[config.mk]
export PLATFORM = sky130hd
export DESIGN_NAME = mul_seq_unit
export DESIGN_NICKNAME = d
export VERILOG_FILES = /design/src/rtl/mul_seq_unit.sv
export SDC_FILE = /design/constraint.sdc
export NUM_CORES = 1
export LEC_CHECK = 0
export CORE_AREA = 4 4 117 119
export DETAILED_ROUTE_END_ITERATION = 8
export DIE_AREA = 0 0 121 123
export DONT_BUFFER_PORTS = 1
export PLACE_DENSITY = 0.75
export SYNTH_ARGS = -nofsm -noshare
export SYNTH_HDL_FRONTEND = slang
export SYNTH_SLANG_ARGS = --single-unit
[constraint.sdc]
create_clock -name clk -period 2.7 [get_ports clk]
set_input_delay 0.675 -clock clk [delete_from_list [all_inputs] [get_ports clk]]
set_output_delay 0.675 -clock clk [all_outputs]
set_load 0.005 [all_outputs]
[src/rtl/mul_seq_unit.sv]
// Sequential shift-and-add multiplier with integrated controller.
// Produces a full 2*WIDTH product, signed or unsigned, with a start/busy/done handshake.
module mul_seq_unit #(
    parameter int WIDTH      = 16,
    parameter bit EARLY_EXIT = 1'b1
) (
    input  logic                 clk,
    input  logic                 rst,
    input  logic                 start,
    input  logic                 signed_mode,
    input  logic [WIDTH-1:0]     a_in,
    input  logic [WIDTH-1:0]     b_in,
    output logic                 busy,
    output logic                 done,
    output logic [2*WIDTH-1:0]   product,
    output logic                 zero_op
);

    localparam int CNT_W = $clog2(WIDTH + 1);

    typedef enum logic [1:0] {
        S_IDLE,
        S_CALC,
        S_FIN
    } state_t;

    state_t               r_state;
    state_t               w_state_nxt;
    logic [2*WIDTH-1:0]   r_a;
    logic [WIDTH-1:0]     r_b;
    logic [2*WIDTH-1:0]   r_acc;
    logic [CNT_W-1:0]     r_cnt;
    logic                 r_neg;
    logic                 r_busy;
    logic                 r_done;
    logic [2*WIDTH-1:0]   r_product;
    logic                 r_zero_op;

    logic [WIDTH-1:0]     w_a_mag;
    logic [WIDTH-1:0]     w_b_mag;
    logic [WIDTH-1:0]     w_b_shift;
    logic                 w_last;
    logic [2*WIDTH-1:0]   w_result;

    // The most negative operand maps to 2^(WIDTH-1), which still fits unsigned WIDTH bits.
    assign w_a_mag   = (signed_mode && a_in[WIDTH-1]) ? (~a_in + WIDTH'(1)) : a_in;
    assign w_b_mag   = (signed_mode && b_in[WIDTH-1]) ? (~b_in + WIDTH'(1)) : b_in;
    assign w_b_shift = r_b >> 1;
    assign w_last    = (r_cnt == CNT_W'(1)) || (EARLY_EXIT && (w_b_shift == '0));
    assign w_result  = r_neg ? (~r_acc + (2*WIDTH)'(1)) : r_acc;

    // NOTE: every always_comb output gets a default first so no path leaves it unassigned (no latch).
    always_comb begin
        w_state_nxt = r_state;
        case (r_state)
            S_IDLE:  if (start) w_state_nxt = S_CALC;
            S_CALC:  if (w_last) w_state_nxt = S_FIN;
            S_FIN:   w_state_nxt = S_IDLE;
            default: w_state_nxt = S_IDLE;
        endcase
    end

    // NOTE: sequential state uses non-blocking assignments so all registers update from pre-edge values.
    always_ff @(posedge clk) begin
        if (rst) begin
            r_state   <= S_IDLE;
            r_a       <= '0;
            r_b       <= '0;
            r_acc     <= '0;
            r_cnt     <= '0;
            r_neg     <= 1'b0;
            r_busy    <= 1'b0;
            r_done    <= 1'b0;
            r_product <= '0;
            r_zero_op <= 1'b0;
        end else begin
            r_state <= w_state_nxt;
            r_busy  <= (w_state_nxt != S_IDLE);
            r_done  <= 1'b0;
            case (r_state)
                S_IDLE: begin
                    if (start) begin
                        r_a   <= {{WIDTH{1'b0}}, w_a_mag};
                        r_b   <= w_b_mag;
                        r_acc <= '0;
                        r_cnt <= CNT_W'(WIDTH);
                        r_neg <= signed_mode & (a_in[WIDTH-1] ^ b_in[WIDTH-1]);
                    end
                end
                S_CALC: begin
                    if (r_b[0]) r_acc <= r_acc + r_a;
                    r_a   <= r_a << 1;
                    r_b   <= w_b_shift;
                    r_cnt <= r_cnt - CNT_W'(1);
                end
                S_FIN: begin
                    r_product <= w_result;
                    r_zero_op <= (w_result == '0);
                    r_done    <= 1'b1;
                end
                default: ;
            endcase
        end
    end

    assign busy    = r_busy;
    assign done    = r_done;
    assign product = r_product;
    assign zero_op = r_zero_op;

endmodule
==> summary.txt, run 1 <==
Status: finished clean
Crit path arrival time: 2.94 ns
Post-synth EDFFs: 0
Root buffer cell: clkbuf_16
Pint: 0.00387 W
Clock power share: 0.482
Worst Max-Slew Pin Slew: 0.768 ns
Fin crit period: 2.60 ns
Crit path max-delay family: simple AND/OR/NAND/NOR gates
Gr usage total: 0.269
Clock latency on the worst-skew pair: 0.42 ns
Sink Count: 123
VDD IR max: 0.397 mV
Final setup vio count: 0
Mapped Avg Cell Area: 8.04 sq um
Most frequent cells in the layout: nor2_1, dfxtp_1, nand2_1
Initial antenna violation count: 0
Die W: 121 um
Area leader, netlist: dfxtp_1
Netlist Area Pre-Place: 7490 sq um
Critical path's slowest cell: or4_4
Gr busiest metal: met2
Buf+Inv Stages, Crit Path: 1
Sw Ratio: 0.258
Final TNS setup: 0 ns
CTS tree: built
Reg power frac: 0.386
Final hold vios: 0
Worst Hold End: product[7]$_SDFFE_PP0P_
Area contributors post-synth: dfxtp_1, nor2_1, ha_1
Routed Antenna Nets: 0
CP endpoint kind: register
GR Overflow Total: 0
Leak Pwr: 3.40 nW
RePlAce Congestion: 0.926
Htree depth: 4
R2r setup slk: 0.10 ns
Largest buffer count on any clock path: 2
Comb power frac: 0.132
Yosys reg bits: 123
Unrepaired setup endpoints after global routing: yes
Layout cell share with drive strength beyond 1: 0.123
Min-Delay Startpoint: rst
DR vias: 7012
Slowest Stage Delay on Critical Path: 0.55 ns
Total CTS buffers: 17
Worst Skew: 0.00782 ns
Most common cell after layout, fill and taps aside: nor2_1
Reg2reg start: r_acc[15]$_SDFFE_PP0P_
Reg area: 2470 sq um
Critical Path RT: 3.05 ns
Hold Buf Count CTS: 0
Die area: 14900 sq um
Fraction of registers with async set/reset: 0
DR vias/cell: 6.26
Top FF cell, synth: dfxtp_1
M2 GR Usage: 0.433
Number of diodes: 0
Rel. slew slack: 0.487
DRC: 0
Fillers: 1011
Boundary pin count: 71
Initial Utilization: 0.596
Design Power: 0.00522 W
DP Wirelength: 14.3 mm
Number of max-cap violations: 0
Final Instance Area: 8580 sq um
Part of the cycle the worst path needs: 0.961
1st-pass router iterations: 9
Largest net degree at the start of global routing: 108
NetSw: 0.00134 W
Max frequency: 385 MHz
Hold depth: 1
Area grow syn2layout: 14.5%
IO buf count: 0
DR iter-0 viols: 762
Synthesized instance count: 931
Core Rows: 41
Yosys cell types: 65
Setup CP Type: register to register
Setup crit start kind: register
Yosys warnings: 0
GR Util met3: 0.0654
Die H: 123 um
WL final: 20.0 mm
M1 GR Usage: 0.367
Cell Pwr Density: 608 nW/um^2
HP Class: primary input to register
CORE AREA: 12600 sq um
Syn Nets: 1005
Post-DP Area: 7790 sq um
Crit Path Max Fanout: 4
Layout net count: 1010
Global-route wire length before repair: 32.6 mm
Final max-slew violation count: 0
Clk pin slew, worst setup/hold paths: 0.05 ns
Crit-path cells: buf_6 -> or4_4 -> nor3_4 -> and2_4 -> nand2_4 -> o41ai_4 -> xor2_1 -> nand4_1 -> or3_1 -> o22ai_2
Multi-input gate area: 4800 sq um
Cells on worst reg2reg path: 10
Wirelength per Cell: 17.8 um
Reg-to-reg endpoint: zero_op$_SDFFE_PP0P_
Seq/Total Area, Yosys: 0.329
Vias in the first global route: 6605
Share of the synthesized area in the top cell type: 0.329
Worst Hold Slack: 0.331 ns
worst max path at each step:
stage	from	slack, ns	depth (start not counted)	end
floorplan	a_in[1]	0.24	9	r_a[14]$_SDFFE_PP0P_
global placement	r_acc[14]$_SDFFE_PP0P_	0.10	10	r_acc[31]$_SDFFE_PP0P_
detailed placement	r_a[0]$_SDFFE_PP0P_	0.06	12	r_acc[30]$_SDFFE_PP0P_
CTS	r_acc[1]$_SDFFE_PP0P_	0.02	9	zero_op$_SDFFE_PP0P_
global route	r_acc[0]$_SDFFE_PP0P_	-0.12	11	zero_op$_SDFFE_PP0P_
finish	r_acc[15]$_SDFFE_PP0P_	0.10	10	zero_op$_SDFFE_PP0P_
final cells by class:
cell class	instances	area share
multi-input combinational	728	0.559
sequential	123	0.289
clock buffer	22	0.0541
timing repair buffer	45	0.0417
tap	172	0.0251
clock inverter	10	0.0220
inverter	21	0.00919
registers in the layout (all words and copies together) (netlist names):
| register | flops |
|---|---|
| r_b | 16 |
| product | 32 |
| done | 1 |
| r_a | 32 |
| r_acc | 32 |
| r_cnt | 5 |
| r_neg | 1 |
| zero_op | 1 |
| busy | 1 |
| r_state | 2 |
layer usage:
layer	share of wire	wire length (um)
met1	0.45	9000
met2	0.46	9180
met3	0.082	1640
met4	0.0096	192
met5	0	0
cells by family after synthesis:
logic type,Yosys count,synth area share
DFF,123,0.329
buffers and inverters,80,0.0434
xor gates and xnor gates,84,0.0982
AOI/OAI and AO/OA,259,0.246
and+or+nand+nor,343,0.214
adders and majority gates,38,0.0645
muxes,4,0.00568
power groups by stage:
stage	combinational, W	sequential (W)	clock, W
final	0.000688	0.00201	0.00252
after global routing	0.000764	0.00202	0.00263
after CTS	0.000671	0.00201	0.00253
after detailed placement	0.000664	0.00205	0
after global placement	0.000636	0.00204	0
after floorplan	0.000547	0.00201	0
through the flow:
stage,util,setup WS (ns),instances
after floorplan,-,0.242,931
after global placement,0.620,0.102,1085
after detailed placement,0.620,0.0576,1085
after CTS,0.672,0.0174,1117
after global routing,0.682,-0.122,1121
final,0.682,0.104,1121
synthesized netlist by cell type, types with 5 or more instances:
library cell and number:
a211oi_1 37, a21o_1 8, a21oi_1 41, a222oi_1 28, a22oi_1 29, a32oi_1 5
and2_1 7, and3_1 7, buf_1 5, clkbuf_1 49, dfxtp_1 123, ha_1 37
inv_1 21, nand2_1 85, nand2b_1 10, nand3_1 15, nand4_1 12, nor2_1 141
nor2b_1 11, nor3_1 16, nor4_1 13, o21a_1 6, o21ai_0 46, o21bai_1 8
o31ai_1 20, or3_1 7, xnor2_1 34, xor2_1 50
repair_timing:
item | 4_1_cts | 5_1_grt
endpoints found under the setup margin | 0 | 8
resized for setup | 0 | 33
setup buffers | 0 | 4
(Power assumes the default switching activity.)
==> run 2, diff against run 1 <==
==> config.mk (replaced) <==
export PLATFORM = sky130hd
export DESIGN_NAME = mul_seq_unit
export DESIGN_NICKNAME = d
export VERILOG_FILES = /design/src/rtl/mul_seq_unit.sv
export SDC_FILE = /design/constraint.sdc
export NUM_CORES = 1
export LEC_CHECK = 0
export CORE_AREA = 4 4 97 144
export DETAILED_ROUTE_END_ITERATION = 8
export DIE_AREA = 0 0 101 148
export DONT_BUFFER_PORTS = 1
export PLACE_DENSITY = 0.74
export SYNTH_ARGS = -nofsm -noshare
export SYNTH_HDL_FRONTEND = slang
export SYNTH_SLANG_ARGS = --single-unit
==> summary.txt, run 2 (synthesis gave the netlist of run 1 again) <==
Most frequent cells in the layout: nor2_1, dfxtp_1, nand2_1
IO buf count: 0 (unchanged)
Buf+Inv Stages, Crit Path: 0 (-1)
Crit-path cells: ha_1 -> nor2b_2 -> o31a_1 -> o21bai_1 -> nand2_1 -> a21oi_1 -> o21bai_1 -> a311oi_1 -> xor2_1 -> o21ai_0
Clock power share: 0.466 (-0.016)
Final Instance Area: 8650 sq um (+0.80%)
Most common cell after layout, fill and taps aside: nor2_1
Cell Pwr Density: 586 nW/um^2 (-3.6%)
Crit Path Max Fanout: 6 (+2)
Global-route wire length before repair: 31.0 mm (-4.8%)
Final setup vio count: 0 (unchanged)
Final max-slew violation count: 0 (unchanged)
Critical path's slowest cell: dfxtp_2
Fin crit period: 2.62 ns (+0.0252 ns)
Die H: 148 um (+20%)
Critical Path RT: 2.96 ns (-0.09 ns)
Routed Antenna Nets: 0 (unchanged)
Initial antenna violation count: 0 (unchanged)
CP endpoint kind: register
Area grow syn2layout: 15.5%
WL final: 18.9 mm (-5.4%)
RePlAce Congestion: 0.906 (-2.1%)
Die area: 14900 sq um (+0.44%)
Final TNS setup: 0 ns (unchanged)
Number of max-cap violations: 0 (unchanged)
Clock latency on the worst-skew pair: 0.41 ns (about the same)
Layout net count: 1026 (+1.6%)
Total CTS buffers: 17 (unchanged)
Number of diodes: 0 (unchanged)
DR vias: 6948 (-0.91%)
DR iter-0 viols: 415 (-46%)
NetSw: 0.00136 W (+1.1%)
R2r setup slk: 0.08 ns (-0.03 ns)
Core Rows: 50 (+22%)
Largest net degree at the start of global routing: 108 (unchanged)
Util after Layout: 0.688 (+0.00513)
Worst Skew: 0.00878 ns (+0.000963 ns)
Clk pin slew, worst setup/hold paths: 0.06 ns (about the same)
Crit path max-delay family: compound AO/OA/AOI/OAI gates
Status: finished clean
Largest buffer count on any clock path: 2 (unchanged)
Die W: 101 um (-17%)
Gr usage total: 0.255 (-0.0146)
Htree depth: 4 (unchanged)
VDD IR max: 0.395 mV (-0.63%)
Root buffer cell: clkbuf_16
Initial Utilization: 0.596 (about the same)
Max frequency: 382 MHz (-0.96%)
CORE AREA: 12600 sq um (about the same)
Boundary pin count: 71 (unchanged)
Layout cell share with drive strength beyond 1: 0.135 (+0.0114)
Reg power frac: 0.396 (+0.010)
Most used cell, CP: o21bai_1
Crit path arrival time: 2.88 ns (-0.06 ns)
Pint: 0.00371 W (-4.2%)
DRC: 0 (unchanged)
Hold Buf Count CTS: 0 (unchanged)
Final hold vios: 0 (unchanged)
CTS tree: built
Setup CP Type: register to register
DR vias/cell: 6.20 (-0.91%)
Worst Max-Slew Pin Slew: 0.664 ns (-0.103 ns)
GR Overflow Total: 0 (unchanged)
Worst Hold Slack: 0.335 ns (+0.00434 ns)
Sw Ratio: 0.268 (+0.0105)
Vias in the first global route: 6715 (+1.7%)
Leak Pwr: 3.47 nW (+2.1%)
Setup crit start kind: register
1st-pass router iterations: 5 (-4)
Rel. slew slack: 0.557 (+0.0697)
Part of the cycle the worst path needs: 0.971 (+0.00933)
Sink Count: 123 (unchanged)
Comb power frac: 0.137 (+0.005)
HP Class: primary input to register
DP Wirelength: 14.1 mm (-1.5%)
Wirelength per Cell: 16.9 um (-5.4%)
Post-DP Area: 7890 sq um (+1.3%)
Fillers: 1058 (+4.6%)
Slowest Stage Delay on Critical Path: 0.41 ns (-0.14 ns)
-- run 2: metrics by stage --
stage / std cells / total power [W] / setup slack [ns]
6_report: 1121 / 0.00507 / 0.0792
5_1_grt: 1121 / 0.00529 / -0.0129
4_1_cts: 1119 / 0.00509 / 0.00773
3_5_place_dp: 1087 / 0.00273 / -0.0131
3_3_place_gp: 1087 / 0.00271 / 0.0467
2_1_floorplan: 931 / 0.00256 / 0.242
-- run 2: path summary, 6_finish.rpt --
kind / from / to / cells past startpoint
max: r_acc[2]$_SDFFE_PP0P_ / r_acc[24]$_SDFFE_PP0P_ / 10
max reg2reg: r_acc[2]$_SDFFE_PP0P_ / r_acc[24]$_SDFFE_PP0P_ / 10
min: rst / product[31]$_SDFFE_PP0P_ / 1
min reg2reg: product[1]$_SDFFE_PP0P_ / product[1]$_SDFFE_PP0P_ / 2
-- run 2: per-layer routing --
metal | vias to the layer above | share of wire | global-route usage | routed length, um
met5 | - | 0 | 0 | 0
met4 | 0 | 0.037 | 0.128 | 706
met3 | 52 | 0.049 | 0.0444 | 933
met2 | 225 | 0.50 | 0.436 | 9420
met1 | 3224 | 0.42 | 0.302 | 7860
li1 | 3447 | - | - | -
-- run 2: layout make-up --
cell class / instances / area, sq um / share of cell area
Multi-Input combinational cell: 728 / 4830 / 0.558
Tap cell: 156 / 195 / 0.0226
Sequential cell: 123 / 2460 / 0.285
Clock buffer: 19 / 453 / 0.0524
Clock inverter: 13 / 168 / 0.0194
Inverter: 21 / 78.8 / 0.00912
Timing Repair Buffer: 61 / 458 / 0.0530
-- run 2: power groups by stage --
stage / Combinational, W / Clock, W / Sequential, W
2_1_floorplan: 0.000547 / 0 / 0.00201
3_3_place_gp: 0.000665 / 0 / 0.00204
3_5_place_dp: 0.000682 / 0 / 0.00205
4_1_cts: 0.000688 / 0.00240 / 0.00201
5_1_grt: 0.000777 / 0.00249 / 0.00202
6_report: 0.000697 / 0.00236 / 0.00201
-- run 2: what timing repair did --
action,in CTS,in global routing
resized for setup,3,23
pin swaps,0,5
setup buffers,0,2
endpoints found under the setup margin,3,6
-- run 2: worst register-to-register path, stage by stage (launching register included) --
cell      delay, ns
dfxtp_2        0.41
ha_1           0.30
nor2b_2        0.17
o31a_1         0.25
o21bai_1       0.28
nand2_1        0.09
a21oi_1        0.19
o21bai_1       0.17
a311oi_1       0.35
xor2_1         0.16
o21ai_0        0.09
